## src/rtl/lc3b_types.sv

```systemverilog
// Shared types for the LC-3b memory subsystem: arbiter state encoding,
// the 16-bit word/address type and the default cache-line width.
package lc3b_types;

    typedef logic [15:0] lc3b_word;

    localparam int DEFAULT_LINE_WIDTH = 128;

    typedef enum logic {
        IDLE = 1'b0,
        BUSY = 1'b1
    } arb_state_e;

endpackage

```

## src/rtl/mem_arbiter_rr_pick.sv

```systemverilog
// Combinational round-robin selector: returns the first pending port found
// when scanning upward from rr_ptr_i, wrapping back to port 0.
module rr_pick #(
    parameter int NUM_PORTS = 2,
    parameter int PTR_W     = $clog2(NUM_PORTS)
) (
    input  logic [NUM_PORTS-1:0] pending_i,
    input  logic [PTR_W-1:0]     rr_ptr_i,
    output logic [PTR_W-1:0]     grant_o,
    output logic                 valid_o
);

    int idx;

    // Offsets are scanned in increasing order, so the port closest to the pointer wins.
    always_comb begin
        grant_o = '0;
        valid_o = 1'b0;
        idx     = 0;
        for (int i = 0; i < NUM_PORTS; i++) begin
            idx = int'(rr_ptr_i) + i;
            if (idx >= NUM_PORTS) begin
                idx = idx - NUM_PORTS;
            end
            if (!valid_o && pending_i[idx]) begin
                grant_o = PTR_W'(idx);
                valid_o = 1'b1;
            end
        end
    end

endmodule

```

## src/rtl/mem_arbiter.sv

```systemverilog
// Round-robin arbiter that multiplexes several read/write requesters onto a
// single physical memory port, one transaction at a time.
module mem_arbiter
    import lc3b_types::*;
#(
    parameter int NUM_PORTS  = 2,
    parameter int ADDR_WIDTH = 16,
    parameter int LINE_WIDTH = DEFAULT_LINE_WIDTH
) (
    input  logic                                  clk,
    input  logic                                  rst,
    input  logic [NUM_PORTS-1:0]                  req_read,
    input  logic [NUM_PORTS-1:0]                  req_write,
    input  logic [NUM_PORTS-1:0][ADDR_WIDTH-1:0]  req_address,
    input  logic [NUM_PORTS-1:0][LINE_WIDTH-1:0]  req_wdata,
    output logic [NUM_PORTS-1:0]                  req_resp,
    output logic [LINE_WIDTH-1:0]                 req_rdata,
    output logic                                  pmem_read,
    output logic                                  pmem_write,
    output logic [ADDR_WIDTH-1:0]                 pmem_address,
    output logic [LINE_WIDTH-1:0]                 pmem_wdata,
    input  logic                                  pmem_resp,
    input  logic [LINE_WIDTH-1:0]                 pmem_rdata
);

    localparam int PTR_W = $clog2(NUM_PORTS);

    arb_state_e              state_q, state_d;
    logic [PTR_W-1:0]        rrPtr_q, rrPtr_d;
    logic [PTR_W-1:0]        grant_q, grant_d;
    logic                    isWrite_q, isWrite_d;
    logic [ADDR_WIDTH-1:0]   addr_q, addr_d;
    logic [LINE_WIDTH-1:0]   wdata_q, wdata_d;

    logic [NUM_PORTS-1:0]    pending;
    logic [PTR_W-1:0]        pickIdx;
    logic                    pickValid;
    logic [PTR_W-1:0]        grantNext;

    assign pending = req_read | req_write;

    rr_pick #(
        .NUM_PORTS (NUM_PORTS),
        .PTR_W     (PTR_W)
    ) u_rr_pick (
        .pending_i (pending),
        .rr_ptr_i  (rrPtr_q),
        .grant_o   (pickIdx),
        .valid_o   (pickValid)
    );

    assign grantNext = (grant_q == PTR_W'(NUM_PORTS - 1)) ? '0 : grant_q + 1'b1;

    // Memory-side address and data come only from the latched copies, so a
    // requester changing its inputs mid-transaction cannot disturb memory.
    assign pmem_address = addr_q;
    assign pmem_wdata   = wdata_q;
    assign req_rdata    = pmem_rdata;

    always_ff @(posedge clk or posedge rst) begin
        if (rst) begin
            state_q   <= IDLE;
            rrPtr_q   <= '0;
            grant_q   <= '0;
            isWrite_q <= 1'b0;
            addr_q    <= '0;
            wdata_q   <= '0;
        end else begin
            state_q   <= state_d;
            rrPtr_q   <= rrPtr_d;
            grant_q   <= grant_d;
            isWrite_q <= isWrite_d;
            addr_q    <= addr_d;
            wdata_q   <= wdata_d;
        end
    end

    // A port with both read and write raised is treated as a read.
    always_comb begin
        state_d    = state_q;
        rrPtr_d    = rrPtr_q;
        grant_d    = grant_q;
        isWrite_d  = isWrite_q;
        addr_d     = addr_q;
        wdata_d    = wdata_q;
        req_resp   = '0;
        pmem_read  = 1'b0;
        pmem_write = 1'b0;
        case (state_q)
            IDLE: begin
                if (pickValid) begin
                    grant_d   = pickIdx;
                    isWrite_d = ~req_read[pickIdx];
                    addr_d    = req_address[pickIdx];
                    wdata_d   = req_wdata[pickIdx];
                    state_d   = BUSY;
                end
            end
            BUSY: begin
                pmem_read  = ~isWrite_q;
                pmem_write = isWrite_q;
                if (pmem_resp) begin
                    req_resp[grant_q] = 1'b1;
                    rrPtr_d           = grantNext;
                    state_d           = IDLE;
                end
            end
            default: state_d = IDLE;
        endcase
    end

endmodule

```

## config.mk

```make
export PLATFORM = sky130hd
export DESIGN_NAME = mem_arbiter
export DESIGN_NICKNAME = d
export VERILOG_FILES = /design/src/rtl/lc3b_types.sv /design/src/rtl/mem_arbiter_rr_pick.sv /design/src/rtl/mem_arbiter.sv
export SDC_FILE = /design/constraint.sdc
export NUM_CORES = 1
export LEC_CHECK = 0
export CAP_MARGIN = 20
export CORE_AREA = 2 2 273 275
export DETAILED_ROUTE_END_ITERATION = 6
export DIE_AREA = 0 0 275 277
export PLACE_DENSITY = 0.4
export SKIP_LAST_GASP = 1
export SLEW_MARGIN = 20
export SYNTH_ARGS = -nofsm -noshare
export SYNTH_HDL_FRONTEND = slang
export SYNTH_HIERARCHICAL = 1
export SYNTH_SLANG_ARGS = --single-unit
```

## constraint.sdc

```tcl
create_clock -name clk -period 15.1 [get_ports clk]
set_clock_uncertainty 0.1 [all_clocks]
set_input_delay 3.02 -clock clk [delete_from_list [all_inputs] [get_ports clk]]
set_output_delay 3.02 -clock clk [all_outputs]
set_load 0.005 [all_outputs]
```

---- Word level (Yosys, flattened, before mapping) ----
Cells that the tools add are included.
operators by class
  mux-type cells .......................... 28
  $lt $le $gt $ge ......................... 7
  bitwise gates (word level) .............. 4
  reductions and logical operators ........ 5
  $add $sub $neg .......................... 4
operators by type and width
  kind                   number
  $mux 128               2
  $lt 32x3->1 const B    2
  $mux 32                2
  $ge 32x3->1 const B    1
  $mux 16                2
  $sub 32x3->32 const B  1
  $mux 1                 18
  $lt 1x2->1 const B     2
  $mux 2                 2
  $reduce_and 2->1       2
  $not 1->1              3
  $sub 1x2->3 const B    1
  $add 1x1->2 const B    1
  $ge 1x2->1 const B     1
  $logic_and 1x1->1      2
  $or 2x2->2             1
  $pmux 1 s2             1
  $add 1x1->1 const B    1
  $demux 1 s1            1
  $ge 1x1->1 const B     1
  $logic_not 1->1        1
word-level totals
  input port bits ......................... 423
  logic and storage cells ................. 54
  flip-flop bits (word level) ............. 148
  output and inout bits ................... 276

---- Depth between registers and ports, before layout ----
  depth in word-level cells ............... 12
  mapped depth ............................ 7
  gate-level depth less buffers ........... 4

---- Cells and area by module ----
The synthesis kept the hierarchy.
by module, submodules not included
  module       area each (um^2)  cells an instance  seq. area each (um^2)  times used
  mem_arbiter  8503.2            612                3703.6                 1
  rr_pick      17.5              3                  0.0                    1

---- Least setup slack after synthesis ----
OpenSTA, ideal clock, no wires.
  path kind ............................... input -> output
  from .................................... input port pmem_resp
  to ...................................... output port req_resp[0]
  setup slack ............................. 8794 ps
  buffers on the path ..................... 0
  cell stages on the path ................. 1
  data required time ...................... 11980 ps
  data arrival time ....................... 3186 ps
  cells stage by stage .................... and3b_1
on the way
  longest elaborated chain between the ends .. 2
RTL lines
  item         line                RTL
  from (decl)  mem_arbiter.sv:22   input logic pmem_resp,
  $mux 2       mem_arbiter.sv:102  if (pmem_resp) begin
  $mux 2       mem_arbiter.sv:89   case (state_q)
  to (decl)    mem_arbiter.sv:16   output logic [NUM_PORTS-1:0] req_resp,
No other way between the ends.

---- Worst setup path after layout ----
Ends and elaborated chain as after synthesis.

==> impl_metrics.toml <==
[synth]
yosys_warnings = 6
netlist_instances = 615
syn_area_um2 = 8520
synth-seq-cells = 148
synth_edf_count = 0
synthFlopType = "dfrtp_1"
syn-num-nets = 1038
synth_cell_type_count = 21
ys_async_sr_fraction_pct = 100
synth_seq_area_share_pct = 43.5
avgSynthCellArea_um2 = 13.9

[cts]
clockBufferDepth = 2
post_cts_buffers = 0
cts_root_buf = "clkbuf_16"
cts_tree = "yes"
clk_latency_ps = 460
clock-sinks = 148
numCtsBuffers = 17
hold_buffers = 0
clk_pin_slew_worst_paths_ps = 60
cts_resized = 0
h-tree-depth = 4

[drt]
routedWlPerCell_um = 15.0
firstDrtPassIters = 4
drt_iter0_drc = 118
wl_met1_um = 9740
top_layer = "met4"
wl_met3_um = 2970
wirelength_um = 28600
wl_met2_um = 14200
vias_per_cell = 3.06
ant_nets = 0
vias = 5835
drc = 0

[timing]
finalHoldViolCount = 0
worstMarginPinSlew_ps = 899
timing.hold.ws_ps = 386
max_slew_margin_pct = 40.1
drv_slew = 0
timing.final.ws_setup_ps = 7740
setup_tns_ps = 0
rsz0062_at_grt = "no"
layout_min_cycle_time_ps = 7360
fmax_mhz = 136
post-route-period-util_pct = 48.7
setup_viol_count_final = 0

[grt]
overflow = 0
grt_max_degree = 67
grt_pass1_vias = 6475
track_usage_pct = 7.40
antenna_found_initial = 2
grt_pass1_wl_um = 40600

[power_and_ir_drop]
seq_power_share_pct = 30.1
power_density_nw_per_um2 = 174
power.leakage_nw = 5.20
swShare_pct = 29.4
p_int_mw = 1.67
ir_worst_vdd_uv = 100
p_comb_share_pct = 50.3
netSwitchingPower_mw = 0.696
power_mw = 2.36
clockPowerShare_pct = 19.6

[worst_setup_path]
cp-end-kind = "output port"
cp.required_ps = 11980
cp-startpoint = "pmem_resp"
startpoint_type = "primary input"
r2r_start = "rrPtr_q"
criticalPathCategory = "primary input to output port"
cp_max_fo = 4
cp.arrival_ps = 4240

[die]
core_area_um2 = 73600
rows = 100
die_h_um = 277
fp.dieW_um = 275
fp.dieArea_um2 = 76200
ios = 699
start_util_pct = 11.6

[run_status]
status = "complete, no violations"

[final_layout]
final_area_um2 = 13600
area_growth_pct = 59.8
insertedDiodeCount = 0
final_cell_mix = "442 x clkdlybuf4s50_1, 240 x mux2_2, 148 x dfrtp_1"
drive_above_1_share_pct = 35.8
nets = 1348
mostFrequentLayoutCell = "clkdlybuf4s50_1"

[placed_design]
placed_cell_area_um2 = 13000
numPortBuffers = 442
hpwl_um = 21800
dp_slack_ps = 7740
place_congestion = 0.708

[job]
maxCapViolCount = 0

[hold_path]
hold_path_class = "flop to flop"
min-delay-start = "rrPtr_q"
cell families after synthesis:
family / share of synthesized area [%]
multiplexers: 40.6
buffers and inverters: 14.9
flip-flops: 43.5
AND/OR/NAND/NOR: 0.705
AO/OA/AOI/OAI: 0.235
cell usage after synthesis (all sizes together), types with 3 or more instances:
master,instances,area (um^2)
or2,3,18.8
buf,155,1190
mux2,290,3450
inv,3,11.3
dfrtp,148,3700
clkbuf,5,68.8
final timing paths:
path / end / slack, ps / cells after the start
setup / recovery: req_resp[0] / 7740 / 3
hold / removal: rrPtr_q / 390 / 1
setup reg to reg: pmem_wdata[24] / 12210 / 6
hold reg to reg: rrPtr_q / 390 / 1
max in group asynchronous: pmem_address[7] / 11070 / 4
min in group asynchronous: pmem_wdata[33] / 2830 / 2
critical path, cell delays in order:
cell	delay (ps)
clkdlybuf4s50_1	510
and3b_1	190
clkdlybuf4s50_1	510
power groups by stage:
stage,Sequential (mW),Clock (mW),Combinational (mW)
after floorplan,0.725,0,0.628
after global placement,0.715,0,1.23
after detailed placement,0.716,0,1.22
after CTS,0.715,0.499,1.22
after global routing,0.742,0.512,1.28
final,0.712,0.462,1.19
stage by stage:
| step | std cells | utilization [%] |
|---|---|---|
| 4_1_cts | 1905 | 18.5 |
| 2_1_floorplan | 615 | - |
| 3_5_place_dp | 1874 | 17.6 |
| 3_3_place_gp | 1874 | 17.6 |
| 6_report | 1906 | 18.5 |
| 5_1_grt | 1906 | 18.5 |
area by class of cell:
| cell class | instances | area (um^2) |
|---|---|---|
| clock buffer | 19 | 453 |
| clock inverter | 12 | 154 |
| fill | 8006 | 60000 |
| inverter | 3 | 16.3 |
| multi-input combinational | 304 | 3560 |
| sequential | 148 | 3700 |
| tap | 969 | 1210 |
| timing repair buffer | 451 | 4510 |
flip-flops by register name, summed over array words and instances (netlist names):
name,count
grant_q,1
isWrite_q,1
pmem_address,16
pmem_wdata,128
rrPtr_q,1
state_q,1
per-layer routing:
layer,global-route usage (%),up-vias
met1,6.89,2777
met4,4.93,0
met5,0,-
li1,-,2635
met2,12.7,337
met3,3.67,86
Note: power is estimated with default switching activity, not from simulation.
